==> src/rtl/core_ifetch.sv <==
// RV32I instruction-fetch stage: owns the PC, runs a single-outstanding read on the
// instruction bus, buffers the returned word and loads the IF/ID register.
//
// state  | meaning
// S_ADDR | read address presented on the bus, waiting for ARREADY
// S_DATA | address accepted, waiting for RVALID
// S_HOLD | fetch buffer holds a word, waiting for permission to advance
module core_ifetch #(
  parameter logic [31:0] RESET_PC  = 32'h0000_0000,
  parameter logic [31:0] NOP_INSTR = 32'h0000_0013
) (
  input  logic        CLK,
  input  logic        NRST,
  input  logic        HCU_PC_WRITE,
  input  logic        HCU_IFID_ENABLE,
  input  logic        HCU_IFID_FLUSH,
  input  logic        REDIRECT_VALID,
  input  logic [31:0] REDIRECT_PC,
  output logic        IMEM_ARVALID,
  input  logic        IMEM_ARREADY,
  output logic [31:0] IMEM_ARADDR,
  input  logic        IMEM_RVALID,
  output logic        IMEM_RREADY,
  input  logic [31:0] IMEM_RDATA,
  output logic        HCU_IMEM_DONE,
  output logic [31:0] IFID_PC,
  output logic [31:0] IFID_INSTR,
  output logic        IFID_VALID
);

  typedef enum logic [1:0] {S_ADDR, S_DATA, S_HOLD} state_t;

  state_t      state, state_nxt;
  logic [31:0] pc, pc_nxt;
  logic [31:0] req_addr, req_addr_nxt;
  logic [31:0] fetch_buf, fetch_buf_nxt;
  logic        discard, discard_nxt;
  logic        ar_en;
  logic [31:0] redirect_tgt;
  logic [31:0] pc_inc;
  logic        advance;

  assign redirect_tgt  = {REDIRECT_PC[31:2], 2'b00};
  assign pc_inc        = pc + 32'd4;
  // ar_en keeps ARVALID low through reset and for the first cycle it is released
  assign IMEM_ARVALID  = (state == S_ADDR) && ar_en;
  assign IMEM_RREADY   = (state == S_DATA);
  assign HCU_IMEM_DONE = (state == S_HOLD);
  assign IMEM_ARADDR   = req_addr;
  assign advance       = (state == S_HOLD) && HCU_PC_WRITE && HCU_IFID_ENABLE && !REDIRECT_VALID;

  always_comb begin
    state_nxt     = state;
    pc_nxt        = pc;
    req_addr_nxt  = req_addr;
    fetch_buf_nxt = fetch_buf;
    discard_nxt   = discard;
    if (REDIRECT_VALID) pc_nxt = redirect_tgt;
    case (state)
      S_ADDR: begin
        if (IMEM_ARVALID && IMEM_ARREADY) begin
          state_nxt = S_DATA;
          if (REDIRECT_VALID) discard_nxt = 1'b1;
        end else if (REDIRECT_VALID) begin
          // an address already on the bus must complete; otherwise retarget freely
          if (IMEM_ARVALID) discard_nxt = 1'b1;
          else req_addr_nxt = redirect_tgt;
        end
      end
      S_DATA: begin
        if (IMEM_RVALID) begin
          if (discard || REDIRECT_VALID) begin
            discard_nxt  = 1'b0;
            state_nxt    = S_ADDR;
            req_addr_nxt = REDIRECT_VALID ? redirect_tgt : pc;
          end else begin
            fetch_buf_nxt = IMEM_RDATA;
            state_nxt     = S_HOLD;
          end
        end else if (REDIRECT_VALID) begin
          discard_nxt = 1'b1;
        end
      end
      S_HOLD: begin
        if (REDIRECT_VALID) begin
          state_nxt    = S_ADDR;
          req_addr_nxt = redirect_tgt;
        end else if (advance) begin
          pc_nxt       = pc_inc;
          req_addr_nxt = pc_inc;
          state_nxt    = S_ADDR;
        end
      end
      default: state_nxt = S_ADDR;
    endcase
  end

  always_ff @(posedge CLK) begin
    if (!NRST) begin
      state      <= S_ADDR;
      pc         <= RESET_PC;
      req_addr   <= RESET_PC;
      fetch_buf  <= NOP_INSTR;
      discard    <= 1'b0;
      ar_en      <= 1'b0;
      IFID_PC    <= 32'h0;
      IFID_INSTR <= NOP_INSTR;
      IFID_VALID <= 1'b0;
    end else begin
      state     <= state_nxt;
      pc        <= pc_nxt;
      req_addr  <= req_addr_nxt;
      fetch_buf <= fetch_buf_nxt;
      discard   <= discard_nxt;
      ar_en     <= 1'b1;
      if (HCU_IFID_FLUSH) begin
        IFID_PC    <= 32'h0;
        IFID_INSTR <= NOP_INSTR;
        IFID_VALID <= 1'b0;
      end else if (HCU_IFID_ENABLE) begin
        if (advance) begin
          IFID_PC    <= pc;
          IFID_INSTR <= fetch_buf;
          IFID_VALID <= 1'b1;
        end else begin
          IFID_PC    <= pc;
          IFID_INSTR <= NOP_INSTR;
          IFID_VALID <= 1'b0;
        end
      end
    end
  end

endmodule
==> config.mk <==
export PLATFORM = sky130hd
export DESIGN_NAME = core_ifetch
export DESIGN_NICKNAME = d
export VERILOG_FILES = /design/src/rtl/core_ifetch.sv
export SDC_FILE = /design/constraint.sdc
export NUM_CORES = 1
export LEC_CHECK = 0
export ABC_AREA = 1
export CAP_MARGIN = 20
export CORE_ASPECT_RATIO = 1.5
export CORE_MARGIN = 8
export CORE_UTILIZATION = 48
export CTS_BUF_LIST = sky130_fd_sc_hd__clkbuf_8
export DETAILED_ROUTE_END_ITERATION = 16
export PLACE_DENSITY = 0.78
export REMOVE_ABC_BUFFERS = 1
export SLEW_MARGIN = 20
export SYNTH_ARGS = -nofsm -noshare
export SYNTH_HDL_FRONTEND = slang
export SYNTH_SLANG_ARGS = --single-unit
==> constraint.sdc <==
create_clock -name CLK -period 1.78 [get_ports CLK]
set_clock_uncertainty 0.05 [all_clocks]
set_input_delay 0.267 -clock CLK [delete_from_list [all_inputs] [get_ports CLK]]
set_output_delay 0.267 -clock CLK [all_outputs]
set_load 0.01 [all_outputs]
## Word level (Yosys, flattened, before mapping)

Cells that the tools add are included.

- Input bits: 72
- Flip-flop bits (word level): 165
- Output and inout bits: 100
- Bits in writable memories: 0
- Memories kept: 0
- ROM bits: 0
- Bits in latches: 0

- Equality and inequality tests: 12
- Add/sub/neg operators: 1
- Shifts and indexed selects: 0
- Div/mod/pow operators: 0
- Bitwise logic cells: 2
- Mux-type cells: 28
- $mul: 0
- Order comparisons: 0
- Reduce and logical (&&, ||, !) cells: 15

Operators with widths:

| cell | count |
|---|---|
| 32-bit two-way mux | 12 |
| 32-bit one-hot mux with 3 select lines | 1 |
| 32-bit by 3-bit adder with 32-bit output (second input constant) | 1 |
| 3-bit by 2-bit inequality test with 1-bit output (second input constant) | 4 |
| 2-bit two-way mux | 5 |
| 1-bit two-way mux | 8 |
| 2-bit inequality test (second input constant) | 4 |
| 7-bit AND reduction | 1 |
| 2-bit one-hot mux with 3 select lines | 1 |
| 3-bit AND reduction | 2 |
| 1-bit logical AND | 5 |
| 2-bit by 1-bit inequality test with 1-bit output (second input constant) | 2 |
| 4-bit AND reduction | 1 |
| 3-bit nonzero test | 1 |
| 2-bit by 1-bit equality test with 1-bit output (second input constant) | 1 |
| 2-bit equality test (second input constant) | 1 |
| 2-bit zero test | 1 |
| 1-bit NOT | 2 |
| 1-bit one-hot mux with 2 select lines | 1 |
| 2-bit nonzero test | 1 |
| 2-bit OR reduction | 1 |
| 1-bit zero test | 1 |
| 1-bit logical OR | 1 |

## Logic depth before layout (Yosys ltp)

Gate-level depths: netlist of the first run.

- Depth after elaboration: 7
- Depth in mapped cells: 13

## Least setup slack after synthesis of the first run

OpenSTA, ideal clock, no wires.

- Kind: register to register
- Start point: reg state[0]
- End point: reg req_addr[3] (netlist: IMEM_ARADDR[3])
- Stages on the path, launching flop included: 14
- Setup time: 121 ps
- Buffers on the path: 2
- Path slack: -116 ps
- Required time: 1,609 ps
- Arrival: 1,725 ps
- Cell sequence: dfxtp_1 > inv_1 > ha_1 > inv_2 > nor2_4 > nand3_4 > nand2_2 > nand2_2 > nor2_4 > nor2_1 > buf_6 > buf_6 > nand2_1 > nand2_1

- Word-level cells in the longest chain between the ends: 6
- Elaborated cells between the ends (all ways): 17

RTL lines:

| what | line | RTL |
|---|---|---|
| start: declaration | 33 | `state_t state, state_nxt;` |
| start signal: assignment | 110 | `state <= state_nxt;` |
| 2-bit equality test (*) | n/a |  |
| named net HCU_IMEM_DONE | 25 | `output logic HCU_IMEM_DONE,` |
| 1-bit logical AND (3 in series) | 50 | `assign advance = (state == S_HOLD) && HCU_PC_WRITE && HCU_IFID_ENABLE && !REDIRECT_VALID;` |
| 3-bit by 2-bit inequality test with 1-bit output (no line) | n/a |  |
| 7-bit AND reduction (no line) | n/a |  |
| end signal: assignment | 112 | `req_addr <= req_addr_nxt;` |
| end: declaration | 35 | `logic [31:0] req_addr, req_addr_nxt;` |

Mark *: on every way through the listed nets, which the timed path passes. The rest lies on a longest branch.
A chain may end at the register's enable or synchronous reset.

## Worst setup path in the final report of the first run

- Start point: reg state[0]
- End point: reg req_addr[4] (netlist: IMEM_ARADDR[4])

- Word-level cells in the longest chain between the ends: 6
- Elaborated cells between the ends (all ways): 17

RTL lines:

| what | line |
|---|---|
| 2-bit equality test | 50, 59 |
| 1-bit logical AND (3 in series) | 50 |
| 3-bit by 2-bit inequality test with 1-bit output (no line) | n/a |
| 7-bit AND reduction (no line) | n/a |

Parallel ways exist; a longest one is shown, timed or not.

==> results of run 1 <==
per-layer routing:
metal  vias up  share of wire  routed length (um)
met5         -              0                   0
met4         0          0.034                 866
met3        55          0.060                1550
met2       299           0.51               13100
met1      3914           0.40               10200
li1       4291              -                   -
area by class of cell:
| cell class | count | area [um2] |
|---|---|---|
| Clock buffer | 17 | 234 |
| Clock inverter | 15 | 194 |
| Fill cell | 1407 | 5220 |
| Inverter | 82 | 320 |
| Multi-Input combinational cell | 900 | 4270 |
| Sequential cell | 165 | 3310 |
| Tap cell | 206 | 258 |
| Timing Repair Buffer | 237 | 2380 |
where the power goes:
group          switching [mW]  internal, mW
Combinational            3.34          2.49
Sequential              0.337          4.25
Clock                    1.54          1.43
Total                    5.21          8.17
worst register-to-register path: cells and delay by family (launching register included):
kind	cells	cell delay (ns)
adder cells (fa/ha/maj)	1	0.14
buffers and inverters	3	0.34
AND/OR/NAND/NOR	9	0.87
flip-flops	1	0.37
through the flow:
stage          hold slack, ns  setup TNS [ns]
4_1_cts                0.0921         -0.0263
2_1_floorplan           0.245         -106.74
3_5_place_dp            0.389          -0.660
5_1_grt                 0.116           -2.44
3_3_place_gp            0.387          -0.329
6_report                0.119          -0.409
final timing paths:
kind,from,endpoint,slack [ns],cells after the start
setup / recovery,state[0],IMEM_ARADDR[4],-0.05,13
setup reg to reg,state[0],IMEM_ARADDR[4],-0.05,13
hold reg to reg,IMEM_ARADDR[12],IMEM_ARADDR[12],0.40,2
hold / removal,NRST,pc[0],0.12,3
registers in the layout, summed over array words and instances, names as in the netlist:
name         count
IFID_INSTR      32
IFID_PC         32
IMEM_ARADDR     32
fetch_buf       32
pc              32
state            2
IFID_VALID       1
ar_en            1
discard          1
logic make-up after synthesis:
kind of cell / count (synthesis) / synth area share
AND/OR/NAND/NOR: 663 / 0.337
AO/OA/AOI/OAI: 220 / 0.154
flip-flops: 165 / 0.416
buffers and inverters: 147 / 0.0729
XOR/XNOR: 12 / 0.0132
adder cells (fa/ha/maj): 5 / 0.00788
cells in the final DEF, fill, tap and decap left out, types with 3 or more instances in the layout:
cell / n
inv_4: 3
clkbuf_8: 17
clkbuf_16: 3
a211oi_1: 5
inv_2: 7
inv_6: 6
nor2_4: 17
a21oi_1: 90
o21ai_0: 81
inv_1: 70
o22ai_1: 3
xor2_1: 11
clkdlybuf4s50_1: 162
inv_8: 3
buf_12: 10
buf_2: 4
nand3_1: 70
nor2_1: 174
nor2_2: 13
nand2_2: 6
nor3_1: 13
nand2_1: 362
buf_4: 51
dfxtp_2: 3
nand2_4: 4
a221oi_1: 22
ha_4: 3
bufinv_16: 3
buf_6: 4
o21ai_1: 12
dfxtp_1: 160
repair_timing:
action	in CTS	in global routing
cloned	0	4
resized for setup	19	68
endpoints found under the setup margin	51	108
pin swaps	0	21
buffers inserted	1	4
==> results.py, run 1 <==
metrics = {
    "synth": {
        "synth_ff_type": "dfxtp_1",
        "synth_top_cell_by_area": "dfxtp_1",
        "synth_top_area_frac": 0.416,
        "yosys-top-cells-count": "nand2_1 (369), nor2_1 (194), dfxtp_1 (165), a21oi_1 (90), o21ai_0 (83)",
        "yosys_register_bits": 165,
        "synth_edf_count": 0,
        "synth-seq-area-share": 0.416,
        "postSynthCellCount": 1212,
        "synth_warnings": 0,
        "ys_async_sr_fraction": 0,
        "post_synth.cell_area_avg_um2": 6.55,
        "ys_types": 30,
        "synth.area.top_cells": "dfxtp_1 (42%), nand2_1 (17%), nor2_1 (9.2%)",
        "synth.most_common_cell": "nand2_1",
        "syn_area_um2": 7940,
    },
    "clock_tree": {
        "cts_buffers": 17,
        "cts_tree": "done",
        "root_buffer": "clkbuf_8",
        "clock_sinks": 165,
        "clk_latency_ns": 0.46,
        "ctsHoldBuffers": 0,
        "htreeDepth": 4,
        "cts.reportedPaths.clkPinSlew_ns": 0.09,
        "clk_path_buf_depth": 2,
    },
    "power": {
        "cellPowerDensity_nw_per_um2": 1220,
        "peakVddDrop_mv": 0.672,
        "power.leakage_nw": 4.40,
        "power_mw": 13.4,
    },
    "cells_and_area": {
        "instances_no_fill": 1622,
        "area_growth_pct": 38.1,
        "diodes": 0,
        "utilization": 0.677,
        "nets": 1480,
        "drive_gt1_frac": 0.119,
        "finalInstanceArea_um2": 11000,
    },
    "drt": {
        "drt_iter0_drc": 683,
        "vias": 8559,
        "drc": 0,
        "routed_wl_um": 25700,
        "ant_nets": 0,
        "first_pass_iters": 5,
        "via_per_inst": 5.28,
        "wl_per_cell_um": 15.9,
    },
    "grt": {
        "grt_use_met3": 0.0336,
        "track_usage": 0.232,
        "grtUsageMet2": 0.424,
        "first_global_vias": 8215,
        "grt_max_degree": 62,
        "globalRouteMet1Util": 0.252,
        "grt_most_used_layer": "met2",
        "grt_overflow": 0,
        "antenna_found_initial": 0,
        "grt_pass1_wl_um": 39600,
    },
    "sta": {
        "period_needed_ns": 1.83,
        "hold_violations": 0,
        "fmax_mhz": 546,
        "finalSetupViolCount": 19,
        "report.final.slew_viol_count": 0,
        "rsz0062_at_grt": "true",
        "worst_slack_ns": -0.0519,
        "tightest_slew_ns": 0.481,
        "fin_crit_sh": 1.03,
        "maxSlewHeadroom": 0.678,
    },
    "die": {
        "core-area_um2": 16200,
        "initial_core_util": 0.491,
        "die_area_um2": 21000,
        "num_rows": 57,
        "fp.dieW_um": 121,
        "ioPinCount": 172,
        "fp.dieH_um": 174,
    },
    "placed_design": {
        "port_buffers": 169,
        "dpl_worst_slack_ns": -0.0370,
        "gp_congestion": 0.929,
        "place_area_um2": 10200,
        "place.detailed.instances": 1581,
        "dpl.hpwl_um": 17600,
    },
    "setup_path": {
        "cp.arrival_ns": 2.19,
        "path_class": "register to register",
        "startpoint_type": "register",
        "worstPathMaxFanout": 6,
        "cp-end-kind": "register",
        "crit_chain": "inv_6, ha_4, inv_4, nor2_4, nand3_4, nand2_4, nand2_4, nor2_4, nand2_4, clkbuf_16, nor2_4, nand2_1, nand2_1",
        "slowest_delay_ns": 0.37,
        "worstPathRequired_ns": 2.14,
        "path_buf_inv": 3,
        "cp_slowest_cell": "dfxtp_4",
        "path_delay_family": "simple AND/OR/NAND/NOR gates",
    },
    "outcome": {
        "violations": "setup timing",
        "status": "finished with violations",
    },
    "job": {
        "max_cap_viol_count": 0,
    },
    "hold_path": {
        "holdCritPathClass": "input pin to register",
    },
}
Note: power is estimated with default switching activity, not from simulation.
==> run 2: changes to the inputs <==
--- a/config.mk
+++ b/config.mk
@@ -11,10 +11,11 @@
 export CORE_MARGIN = 8
 export CORE_UTILIZATION = 48
 export CTS_BUF_LIST = sky130_fd_sc_hd__clkbuf_8
+export CTS_CLUSTER_SIZE = 40
 export DETAILED_ROUTE_END_ITERATION = 16
 export PLACE_DENSITY = 0.78
 export REMOVE_ABC_BUFFERS = 1
-export SLEW_MARGIN = 20
+export SLEW_MARGIN = 10
 export SYNTH_ARGS = -nofsm -noshare
 export SYNTH_HDL_FRONTEND = slang
 export SYNTH_SLANG_ARGS = --single-unit
==> results of run 2 <==
No change in the layout: final DEF, timing and power equal those of run 1.
